===== src/rtl/radix2_divider.sv =====
// Radix-2 restoring divider: 32-bit signed/unsigned divide, one quotient bit per cycle.
// result = {remainder, quotient}; done is high whenever the block is idle.
module radix2_divider #(
   parameter logic [31:0] DIVZERO_Q = 32'hFFFF_FFFF
) (
   input  logic        clk,
   input  logic        rst,
   input  logic [1:0]  div_op,
   input  logic [31:0] dividend,
   input  logic [31:0] divisor,
   output logic [63:0] result,
   output logic        done
);

   localparam int unsigned W  = 32;
   localparam int unsigned CW = 5;

   localparam logic [1:0] OP_SIGNED   = 2'b10;
   localparam logic [1:0] OP_UNSIGNED = 2'b01;

   typedef enum logic [1:0] {
      IDLE = 2'd0,
      BUSY = 2'd1,
      FIX  = 2'd2
   } state_t;

   state_t          state, state_nxt;
   logic            start_c;
   logic            is_signed_c;

   logic [CW-1:0]   cnt;
   logic [W:0]      rem;        // 33-bit partial remainder
   logic [W-1:0]    quo;        // dividend magnitude shifting out, quotient shifting in
   logic [W-1:0]    dsor;       // divisor magnitude
   logic [W-1:0]    orig_dvd;   // raw dividend, returned as remainder on divide-by-zero
   logic            neg_q;
   logic            neg_r;
   logic            div_zero;

   logic [W+1:0]    shift_c;
   logic [W:0]      diff_c;
   logic            ge_c;
   logic [W-1:0]    dvd_mag_c;
   logic [W-1:0]    dsr_mag_c;
   logic [W-1:0]    q_fix_c;
   logic [W-1:0]    r_fix_c;

   // State register; reset wins over any simultaneous request
   always_ff @(posedge clk) begin
      if (rst) state <= IDLE;
      else     state <= state_nxt;
   end

   // Next-state logic and capture strobe
   always_comb begin
      state_nxt   = state;
      start_c     = 1'b0;
      is_signed_c = (div_op == OP_SIGNED);
      case (state)
         IDLE: begin
            if ((div_op == OP_SIGNED) || (div_op == OP_UNSIGNED)) begin
               start_c   = 1'b1;
               state_nxt = BUSY;
            end
         end
         BUSY: begin
            if (cnt == CW'(W - 1)) state_nxt = FIX;
         end
         FIX: begin
            state_nxt = IDLE;
         end
         default: begin
            state_nxt = IDLE;
         end
      endcase
   end

   // Operand magnitudes; the most negative value maps onto itself
   always_comb begin
      dvd_mag_c = (is_signed_c && dividend[W-1]) ? W'(-dividend) : dividend;
      dsr_mag_c = (is_signed_c && divisor[W-1])  ? W'(-divisor)  : divisor;
   end

   // One restoring shift-subtract step
   always_comb begin
      shift_c = {rem, quo[W-1]};
      ge_c    = (shift_c >= (W+2)'(dsor));
      diff_c  = shift_c[W:0] - (W+1)'(dsor);
   end

   // Sign correction and divide-by-zero override applied in FIX
   always_comb begin
      q_fix_c = neg_q ? W'(-quo) : quo;
      r_fix_c = neg_r ? W'(-rem[W-1:0]) : rem[W-1:0];
      if (div_zero) begin
         q_fix_c = DIVZERO_Q;
         r_fix_c = orig_dvd;
      end
   end

   // Datapath, iteration counter and registered outputs
   always_ff @(posedge clk) begin
      if (rst) begin
         cnt      <= '0;
         rem      <= '0;
         quo      <= '0;
         dsor     <= '0;
         orig_dvd <= '0;
         neg_q    <= 1'b0;
         neg_r    <= 1'b0;
         div_zero <= 1'b0;
         result   <= '0;
         done     <= 1'b1;
      end else begin
         case (state)
            IDLE: begin
               if (start_c) begin
                  cnt      <= '0;
                  rem      <= '0;
                  quo      <= dvd_mag_c;
                  dsor     <= dsr_mag_c;
                  orig_dvd <= dividend;
                  neg_q    <= is_signed_c && (dividend[W-1] ^ divisor[W-1]);
                  neg_r    <= is_signed_c && dividend[W-1];
                  div_zero <= (divisor == '0);
                  done     <= 1'b0;
               end
            end
            BUSY: begin
               rem <= ge_c ? diff_c : shift_c[W:0];
               quo <= {quo[W-2:0], ge_c};
               cnt <= cnt + CW'(1);
            end
            FIX: begin
               result <= {r_fix_c, q_fix_c};
               done   <= 1'b1;
            end
            default: begin
               done <= 1'b1;
            end
         endcase
      end
   end

endmodule


===== config.mk =====
export PLATFORM = sky130hd
export DESIGN_NAME = radix2_divider
export DESIGN_NICKNAME = d
export VERILOG_FILES = /design/src/rtl/radix2_divider.sv
export SDC_FILE = /design/constraint.sdc
export NUM_CORES = 1
export LEC_CHECK = 0
export ABC_AREA = 0
export CORE_UTILIZATION = 62
export DETAILED_ROUTE_END_ITERATION = 8
export GPL_TIMING_DRIVEN = 0
export PLACE_DENSITY = 0.92
export SLEW_MARGIN = 20
export SYNTH_ARGS = -nofsm -noshare
export SYNTH_HDL_FRONTEND = slang
export SYNTH_SLANG_ARGS = --single-unit

===== constraint.sdc =====
create_clock -name clk -period 5.3 [get_ports clk]
set_input_delay 0.795 -clock clk [delete_from_list [all_inputs] [get_ports clk]]
set_output_delay 0.795 -clock clk [all_outputs]
set_load 0.01 [all_outputs]

==> impl_metrics.csv, run 1 <==
group,metric,value,unit
global_routing,grt_start_max_net_pins,13,
worst_setup_path,startpoint_type,"register",
logic_synthesis,yosys_warnings,0,
hold_path,holdCritPathClass,"register to register",
logic_synthesis,yosys_register_bits,204,
drt,antenna_left,0,
floorplan,chipHeight,141,um
place,dpl_worst_slack,1160,ps
drt,remaining_drc_errors,0,
layout,syn2layout_area_growth,19.5,%
worst_setup_path,end_kind,"register",
clocking,post-cts-setup-buffers,0,
hold_path,hold_end,"result[40]",
sta,timing.final.ws_setup,1200,ps
logic_synthesis,synth_edf_count,0,
floorplan,num_io_pins,133,
sta,finalSetupViolCount,0,
floorplan,die_w,141,um
floorplan,core,18800,um^2
clocking,ctsResizeCount,0,
logic_synthesis,ys_async_sr_fraction,0,%
global_routing,use_met1,45.7,%
sta,setup_tns,0,ps
worst_setup_path,cp_max_fo,10,
worst_setup_path,worstPathArrival,4470,ps
drt,route.vias.total,12257,
worst_setup_path,rr_startpoint,"quo[31]",
global_routing,grt_pass1_wl,56.6,mm
global_routing,grtUsageMet3,6.83,%
global_routing,grt_pass1_vias,11163,
global_routing,track_usage,35.5,%
drt,vias_per_cell,6.23,
floorplan,row_count,50,
sta,period_needed,4100,ps
worst_setup_path,path_class,"register to register",
logic_synthesis,yosys_most_used_dff,"dfxtp_1",
power_and_ir_drop,total_power,7.47,mW
global_routing,grt-busiest-layer,"met2",
hold_path,worstHoldStart,"result[40]",
clocking,cts_buffers,23,
place,gp_routability_congestion,0.971,
floorplan,dieArea,19800,um^2
drt,wl_per_cell,18.1,um
sta,slew_headroom,31.0,%
clocking,path_clk_slew,60,ps
layout,drive_above_1_share,3.81,%
logic_synthesis,synthesis.nets,1672,
power_and_ir_drop,powerDensity,525,nW/um^2
power_and_ir_drop,max-vdd-ir-drop,0.361,mV
worst_setup_path,r2r_cells,15,
clocking,h-tree-depth,1,
place,port_buffers,132,
layout,layout_common_cells,"nand2_1, dfxtp_1, a21oi_1, nor2_1, clkdlybuf4s50_1",
place,hpwlAfterDp,27.2,mm
logic_synthesis,syn_area,11900,um^2
global_routing,met2_usage,59.2,%
job,timing.max_cap.violations,0,
clocking,insertion_delay,520,ps
global_routing,antenna_found_initial,0,
drt,routed_wl,35.5,mm
sta,slew_violations,0,
power_and_ir_drop,p_leak,5.34,nW
worst_setup_path,worst_ep_required_time,5670,ps
logic_synthesis,avgSynthCellArea,7.62,um^2
clocking,cts_tree,"yes",
worst_setup_path,r2r_slack,1200,ps
sta,tightest_slew,1030,ps
sta,fin_worst_skew,23.2,ps
global_routing,overflow,0,
logic_synthesis,synthCells,1564,
sta,rsz0062_at_grt,"no",
layout,final_nets,1829,
status,status,"finished, final reports clean",
clocking,clockBufferDepth,3,
drt,drt_first_iter_violations,1179,
drt,drtPass1Iterations,8,
sta,finalHoldViolCount,0,
layout,final_common_cell,"nand2_1",
clocking,cts_root_buf,"clkbuf_16",
floorplan,initial_utilization,63.5,%
logic_synthesis,synthDistinctLibCells,65,
sta,period_share,77.4,%
layout,num_antenna_cells,0,
clocking,clock_sinks,204,
logic_synthesis,yosysSeqAreaShare,34.3,%
clocking,cts_hold_buf,0,
hold_path,holdPathStages,2,
sta,max_freq,244,MHz
worst_setup_path,r2r-end,"rem[11]",
synthesized netlist by cell type, drive strengths merged (2+ instances only):
library cell,count,area [um^2]
mux2i,6,60.1
nand2,266,998
nand2b,13,81.3
a311oi,5,43.8
o21a,3,22.5
a21o,8,60.1
nor2b,8,50.1
or3b,2,17.5
nor4,11,68.8
nor2,134,503
buf,11,63.8
o21bai,7,52.6
nor3,27,140
a31oi,5,31.3
o211ai,4,30.0
and2,7,43.8
xnor2,50,438
o22ai,32,200
o21ai,117,586
a32oi,10,87.6
a22o,2,17.5
nand3,16,80.1
nand4,8,50.1
o41ai,14,149
a21oi,166,831
a221oi,3,26.3
a211oi,32,240
or4,22,188
ha,39,488
nand4b,2,17.5
a22oi,32,240
dfxtp,204,4080
and3,3,18.8
o31ai,27,213
clkbuf,88,394
inv,56,210
or3,11,83.8
xor2,97,850
cells by family after synthesis:
group | Yosys count | share of synthesized area [%]
AO/OA/AOI/OAI | 475 | 24.4
multiplexers | 7 | 0.598
XOR/XNOR | 147 | 10.8
buffers and inverters | 155 | 5.61
adder cells (fa/ha/maj) | 40 | 4.26
flip-flops | 204 | 34.3
AND/OR/NAND/NOR | 536 | 20.1
state kept, by name, indices dropped and copies added (netlist names):
signal / cells
done: 1
quo: 32
orig_dvd: 32
dsor: 32
neg_r: 1
cnt: 5
div_zero: 1
neg_q: 1
state: 2
rem: 33
result: 64
critical path, cell delays in order (launching register included):
cell	delay [ps]
dfxtp_1	330
inv_1	170
ha_1	190
inv_1	50
fa_1	400
a21oi_1	240
o21ai_0	170
a2111oi_0	660
o311ai_1	280
a221o_1	430
a21oi_1	240
buf_2	250
buf_2	250
nor2_1	70
a21oi_1	130
o21ai_0	90
cell type report:
cell class	instances	area (um^2)
buffer	99	458
clock buffer	34	657
clock inverter	4	48.8
fill	1431	4530
inverter	56	210
multi-input combinational	1205	7170
sequential	204	4080
tap	234	293
timing repair buffer	132	1320
report_power, final:
part	switching (mW)	total (mW)	internal, mW	leakage, nW
clock	0.618	1.52	0.899	0.347
sequential	0.311	2.03	1.72	1.66
combinational	2.37	3.93	1.55	3.33
total	3.30	7.47	4.17	5.34
stage by stage:
| step | instances | util [%] | hold slack, ps | instance area (um^2) |
|---|---|---|---|---|
| after global placement | 1930 | 72.1 | 435 | 13500 |
| after global routing | 1968 | 75.9 | 465 | 14200 |
| after CTS | 1968 | 75.9 | 455 | 14200 |
| after detailed placement | 1930 | 72.1 | 445 | 13500 |
| final | 1968 | 75.9 | 451 | 14200 |
| after floorplan | 1564 | - | 426 | 11900 |
per-layer routing:
layer	routed length [um]	part of all wire (%)
met5	0	0
met1	14300	40
met4	1090	3.1
met2	16500	46
met3	3620	10
how the worst max path moves through the flow:
stage	depth (start not counted)	endpoint	slack (ps)	startpoint
after floorplan	7	dsor[27]	2070	divisor[8]
after global placement	9	quo[26]	1240	dividend[2]
after detailed placement	9	quo[26]	1160	dividend[2]
after CTS	15	rem[8]	1270	quo[31]
after global routing	15	rem[15]	970	quo[31]
final	15	rem[11]	1200	quo[31]
Power figures use the tool's default switching activity.
==> inputs of run 2 (changes only) <==
--- a/config.mk
+++ b/config.mk
@@ -6,10 +6,10 @@
 export NUM_CORES = 1
 export LEC_CHECK = 0
 export ABC_AREA = 0
-export CORE_UTILIZATION = 62
+export CORE_UTILIZATION = 57
 export DETAILED_ROUTE_END_ITERATION = 8
 export GPL_TIMING_DRIVEN = 0
-export PLACE_DENSITY = 0.92
+export PLACE_DENSITY = 0.86
 export SLEW_MARGIN = 20
 export SYNTH_ARGS = -nofsm -noshare
 export SYNTH_HDL_FRONTEND = slang
==> constraint.sdc (replaced) <==
create_clock -name clk -period 3.8 [get_ports clk]
set_input_delay 0.57 -clock clk [delete_from_list [all_inputs] [get_ports clk]]
set_output_delay 0.57 -clock clk [all_outputs]
set_load 0.01 [all_outputs]
==> impl_metrics.csv, run 2 (synthesis results as in run 1) <==
group,metric,value,unit
clocking,cts_buffers,22,
clocking,insertion_delay,540,ps
clocking,cts_hold_buf,0,
clocking,cts_tree,"yes",
layout,syn2layout_area_growth,20.2,%
global_routing,grt_pass1_vias,11373,
drt,wl_per_cell,18.3,um
drt,drt_first_iter_violations,1382,
global_routing,overflow,0,
sta,tightest_slew,1030,ps
hold_path,holdCritPathClass,"register to register",
layout,final_nets,1830,
layout,fill_cells,1715,
drt,antenna_left,0,
clocking,clock_sinks,204,
worst_setup_path,worst_ep_required_time,4170,ps
floorplan,die_w,147,um
drt,drtPass1Iterations,7,
worst_setup_path,worstPathArrival,4030,ps
global_routing,antenna_found_initial,0,
place,hpwlAfterDp,28.0,mm
worst_setup_path,cp_max_fo,10,
floorplan,num_io_pins,133,
clocking,clockBufferDepth,3,
global_routing,track_usage,33.6,%
sta,period_share,96.3,%
worst_setup_path,r2r_cells,16,
worst_setup_path,path_class,"register to register",
power_and_ir_drop,p_leak,5.36,nW
sta,slew_violations,0,
place,port_buffers,132,
floorplan,dieArea,21500,um^2
drt,remaining_drc_errors,0,
worst_setup_path,end_kind,"register",
floorplan,row_count,52,
layout,regMostFlops,"result",
clocking,h-tree-depth,1,
layout,drive_above_1_share,4.21,%
sta,finalSetupViolCount,0,
worst_setup_path,startpoint_type,"register",
sta,fin_worst_skew,33.4,ps
status,status,"finished, final reports clean",
clocking,cts_root_buf,"clkbuf_16",
layout,layout_common_cells,"nand2_1, dfxtp_1, a21oi_1, nor2_1, clkdlybuf4s50_1",
sta,finalHoldViolCount,0,
layout,largest_reg_flops,64,
floorplan,initial_utilization,58.5,%
place,gp_routability_congestion,0.962,
drt,vias_per_cell,6.09,
power_and_ir_drop,total_power,10.6,mW
power_and_ir_drop,powerDensity,740,nW/um^2
global_routing,grt_start_max_net_pins,13,
drt,routed_wl,36.8,mm
global_routing,grt_pass1_wl,57.8,mm
sta,slew_headroom,30.6,%
layout,final_common_cell,"nand2_1",
power_and_ir_drop,max-vdd-ir-drop,0.420,mV
sta,max_freq,273,MHz
floorplan,core,20400,um^2
layout,largest_registers,"result: 64 flops, rem: 33 flops",
hold_path,holdPathStages,2,
job,timing.max_cap.violations,0,
sta,period_needed,3660,ps
layout,num_antenna_cells,0,
floorplan,chipHeight,147,um
sta,hold_ws,453,ps
clocking,path_clk_slew,60,ps
drt,route.vias.total,12215,
## run 2: cell types whose count changed in the layout (fill, tap and decap cells not counted), moves of 2 or more
cell | before | now
clkbuf_1 | 88 | 86
a21oi_2 | 0 | 2
clkbuf_8 | 10 | 14
a21oi_1 | 166 | 164
buf_2 | 6 | 3
clkbuf_4 | 1 | 3
buf_4 | 0 | 3
## run 2: path summary, 6_finish.rpt
| check | end | from | slack (ps) |
|---|---|---|---|
| max reg2reg | rem[15] | quo[31] | 140 |
| min reg2reg | result[38] | result[38] | 450 |
| min | result[38] | result[38] | 450 |
| max | rem[15] | quo[31] | 140 |
## run 2: where the power goes
| part | leakage, nW | internal [mW] | total, mW | switching [mW] |
|---|---|---|---|---|
| combinational | 3.36 | 2.28 | 5.65 | 3.37 |
| sequential | 1.66 | 2.40 | 2.84 | 0.436 |
| clock | 0.345 | 1.22 | 2.11 | 0.891 |
## run 2: layer usage
layer  track usage [%]  part of all wire (%)  vias up
met2              54.5                    45      662
li1                  -                     -     5813
met1              43.1                    40     5607
met4              16.0                   4.7        0
met5                 0                     0        -
met3              5.97                   9.5      133
## run 2: repair_timing
item	4_1_cts	5_1_grt
buffers inserted	0	2
cloned	0	0
resized for setup	5	4
pin swaps	1	2
endpoints found under the setup margin	33	25
## run 2: critical path, stage by stage (launching register included)
cell and delay, ps:
dfxtp_1 340, inv_1 160, ha_1 190, inv_1 60
fa_1 420, a21oi_2 190, o21ai_1 130, a2111oi_2 380
buf_4 180, o311ai_2 150, a221o_1 360, a21oi_2 190
buf_4 190, clkbuf_4 210, nor2_1 60, a21oi_1 160
o21ai_0 120
## run 2: layout make-up
class	instances	area, um^2	area share [%]
Tap cell	270	338	2.36
Sequential cell	204	4080	28.5
Timing Repair Buffer	134	1340	9.33
Multi-Input combinational cell	1205	7190	50.2
Buffer	99	465	3.25
Clock buffer	35	679	4.74
Clock inverter	2	21.3	0.149
Inverter	56	210	1.47
## run 2: stage by stage
| stage | setup WS (ps) | instances | setup TNS, ps | area [um^2] | util, % |
|---|---|---|---|---|---|
| CTS | 35.0 | 2003 | 0 | 14300 | 70.2 |
| global route | -28.8 | 2005 | -48.3 | 14300 | 70.3 |
| global placement | -214 | 1966 | -4600 | 13600 | 66.7 |
| detailed placement | -270 | 1966 | -5300 | 13600 | 66.7 |
| floorplan | 600 | 1564 | 0 | 11900 | - |
| finish | 140 | 2005 | 0 | 14300 | 70.3 |
==> inputs of run 3 (changes only) <==
--- a/config.mk
+++ b/config.mk
@@ -6,7 +6,9 @@
 export NUM_CORES = 1
 export LEC_CHECK = 0
 export ABC_AREA = 0
-export CORE_UTILIZATION = 57
+export CELL_PAD_IN_SITES_DETAIL_PLACEMENT = 0
+export CELL_PAD_IN_SITES_GLOBAL_PLACEMENT = 1
+export CORE_UTILIZATION = 42
 export DETAILED_ROUTE_END_ITERATION = 8
 export GPL_TIMING_DRIVEN = 0
 export PLACE_DENSITY = 0.86
==> impl_metrics.csv, run 3 (synthesis results as in run 1) <==
group,metric,value,unit
status,status,"finished, final reports clean",
power_and_ir_drop,p_leak,5.40,nW
sta,finalSetupViolCount,0,
worst_setup_path,slowest_stage,"a221o_1",
layout,final_nets,1830,
global_routing,track_usage,26.2,%
worst_setup_path,cpPeakStageDelay,440,ps
worst_setup_path,path_class,"register to register",
drt,vias_per_cell,5.55,
drt,remaining_drc_errors,0,
place,dpl_worst_slack,-156,ps
place,hpwlAfterDp,29.6,mm
layout,largest_registers,"result: 64 flops, rem: 33 flops",
layout,drive_above_1_share,4.49,%
sta,slew_headroom,38.3,%
hold_path,hold_end,"result[38]",
worst_setup_path,r2r_slack,160,ps
clocking,cts_buffers,24,
floorplan,row_count,61,
sta,tightest_slew,918,ps
clocking,path_clk_slew,60,ps
worst_setup_path,rr_startpoint,"quo[31]",
worst_setup_path,end_kind,"register",
job,timing.max_cap.violations,0,
clocking,h-tree-depth,1,
layout,regMostFlops,"result",
layout,fill_cells,2756,
place,dpl_cell_area,13700,um^2
global_routing,grt_pass1_wl,59.8,mm
drt,drt_first_iter_violations,1009,
floorplan,die_w,170,um
worst_setup_path,worstPathArrival,4040,ps
sta,timing.final.ws_setup,157,ps
floorplan,core,27900,um^2
layout,largest_reg_flops,64,
layout,layout_common_cells,"nand2_1, dfxtp_1, a21oi_1, nor2_1, clkdlybuf4s50_1",
clocking,clock_sinks,204,
layout,syn2layout_area_growth,21.7,%
layout,seq_area,4080,um^2
layout,multi_input_comb_area,7190,um^2
hold_path,holdCritPathClass,"register to register",
floorplan,dieArea,29100,um^2
worst_setup_path,crit_chain,"inv_1, ha_1, inv_1, fa_1, a21oi_1, o21ai_0, a2111oi_2, o311ai_2, a221o_1, a21oi_2, clkbuf_4, clkbuf_4, nor2_1, a21oi_1, o21ai_0",
sta,period_needed,3640,ps
sta,fin_worst_skew,10.4,ps
sta,max_freq,274,MHz
drt,wl_per_cell,17.9,um
global_routing,antenna_found_initial,0,
clocking,clockBufferDepth,3,
worst_setup_path,path_delay_family,"compound AO/OA/AOI/OAI gates",
sta,slew_violations,0,
worst_setup_path,r2r-end,"rem[19]",
sta,period_share,95.9,%
global_routing,overflow,0,
layout,postLayoutCellArea,14500,um^2
drt,routed_wl,37.8,mm
floorplan,num_io_pins,133,
sta,finalHoldViolCount,0,
power_and_ir_drop,total_power,10.7,mW
floorplan,chipHeight,170,um
drt,drtPass1Iterations,5,
global_routing,grt_pass1_vias,11014,
global_routing,grt_start_max_net_pins,14,
clocking,cts_tree,"yes",
worst_setup_path,startpoint_type,"register",
floorplan,initial_utilization,42.8,%
clocking,post-cts-setup-buffers,0,
worst_setup_path,cp_max_fo,10,
hold_path,worstHoldStart,"result[38]",
worst_setup_path,worst-path-buf-inv,4,
drt,route.vias.total,11736,
power_and_ir_drop,powerDensity,738,nW/um^2
clocking,cts_root_buf,"clkbuf_16",
worst_setup_path,r2r_cells,15,
power_and_ir_drop,max-vdd-ir-drop,0.512,mV
clocking,insertion_delay,520,ps
layout,final_common_cell,"nand2_1",
sta,hold_ws,455,ps
hold_path,holdPathStages,2,
layout,num_antenna_cells,0,
drt,antenna_left,0,
place,gp_routability_congestion,0.906,
place,port_buffers,132,
worst_setup_path,worst_ep_required_time,4200,ps
run 3: layer usage:
layer	share of wire [%]	vias up	GRT usage [%]
met1	47	5494	35.8
met4	1.9	0	6.42
met5	0	-	0
li1	-	5831	-
met3	5.8	47	2.70
met2	46	364	43.8
run 3: per-stage QoR:
stage	instances	utilization [%]	TNS, ps
finish	2115	52.1	0
CTS	2115	52.0	0
global placement	2074	49.2	-2960
global route	2115	52.1	-1.60
detailed placement	2074	49.2	-2950
floorplan	1564	-	0
run 3: power by group:
group / leakage, nW / switching (mW) / internal [mW]
registers: 1.66 / 0.442 / 2.40
logic: 3.35 / 3.36 / 2.24
clock network: 0.383 / 0.945 / 1.32
run 3: worst max path at each step:
stage / start / to / slack (ps) / cells after the start
floorplan: quo[31] / rem[10] / 600 / 15
global placement: quo[31] / rem[10] / -140 / 15
global route: quo[31] / rem[19] / -2 / 15
finish: quo[31] / rem[19] / 160 / 15
CTS: quo[31] / rem[19] / 10 / 15
detailed placement: quo[31] / rem[19] / -160 / 15
run 3: layout make-up:
class,instances,share of cell area (%)
Tap cell,378,3.26
Clock inverter,10,0.569
Timing Repair Buffer,132,9.11
Clock buffer,31,4.68
Buffer,99,3.22
Sequential cell,204,28.2
Multi-Input combinational cell,1205,49.6
Inverter,56,1.45
run 3: what timing repair did:
action / 4_1_cts / 5_1_grt
gates resized for setup: 2 / 8
hold buffers: 0 / 0
pin swaps: 0 / 1
setup endpoints to repair: 26 / 29
run 3: worst min-delay path: stages, from the launching register on:
cell and delay, ps:
dfxtp_1 300, nand2_1 50, a21oi_1 50
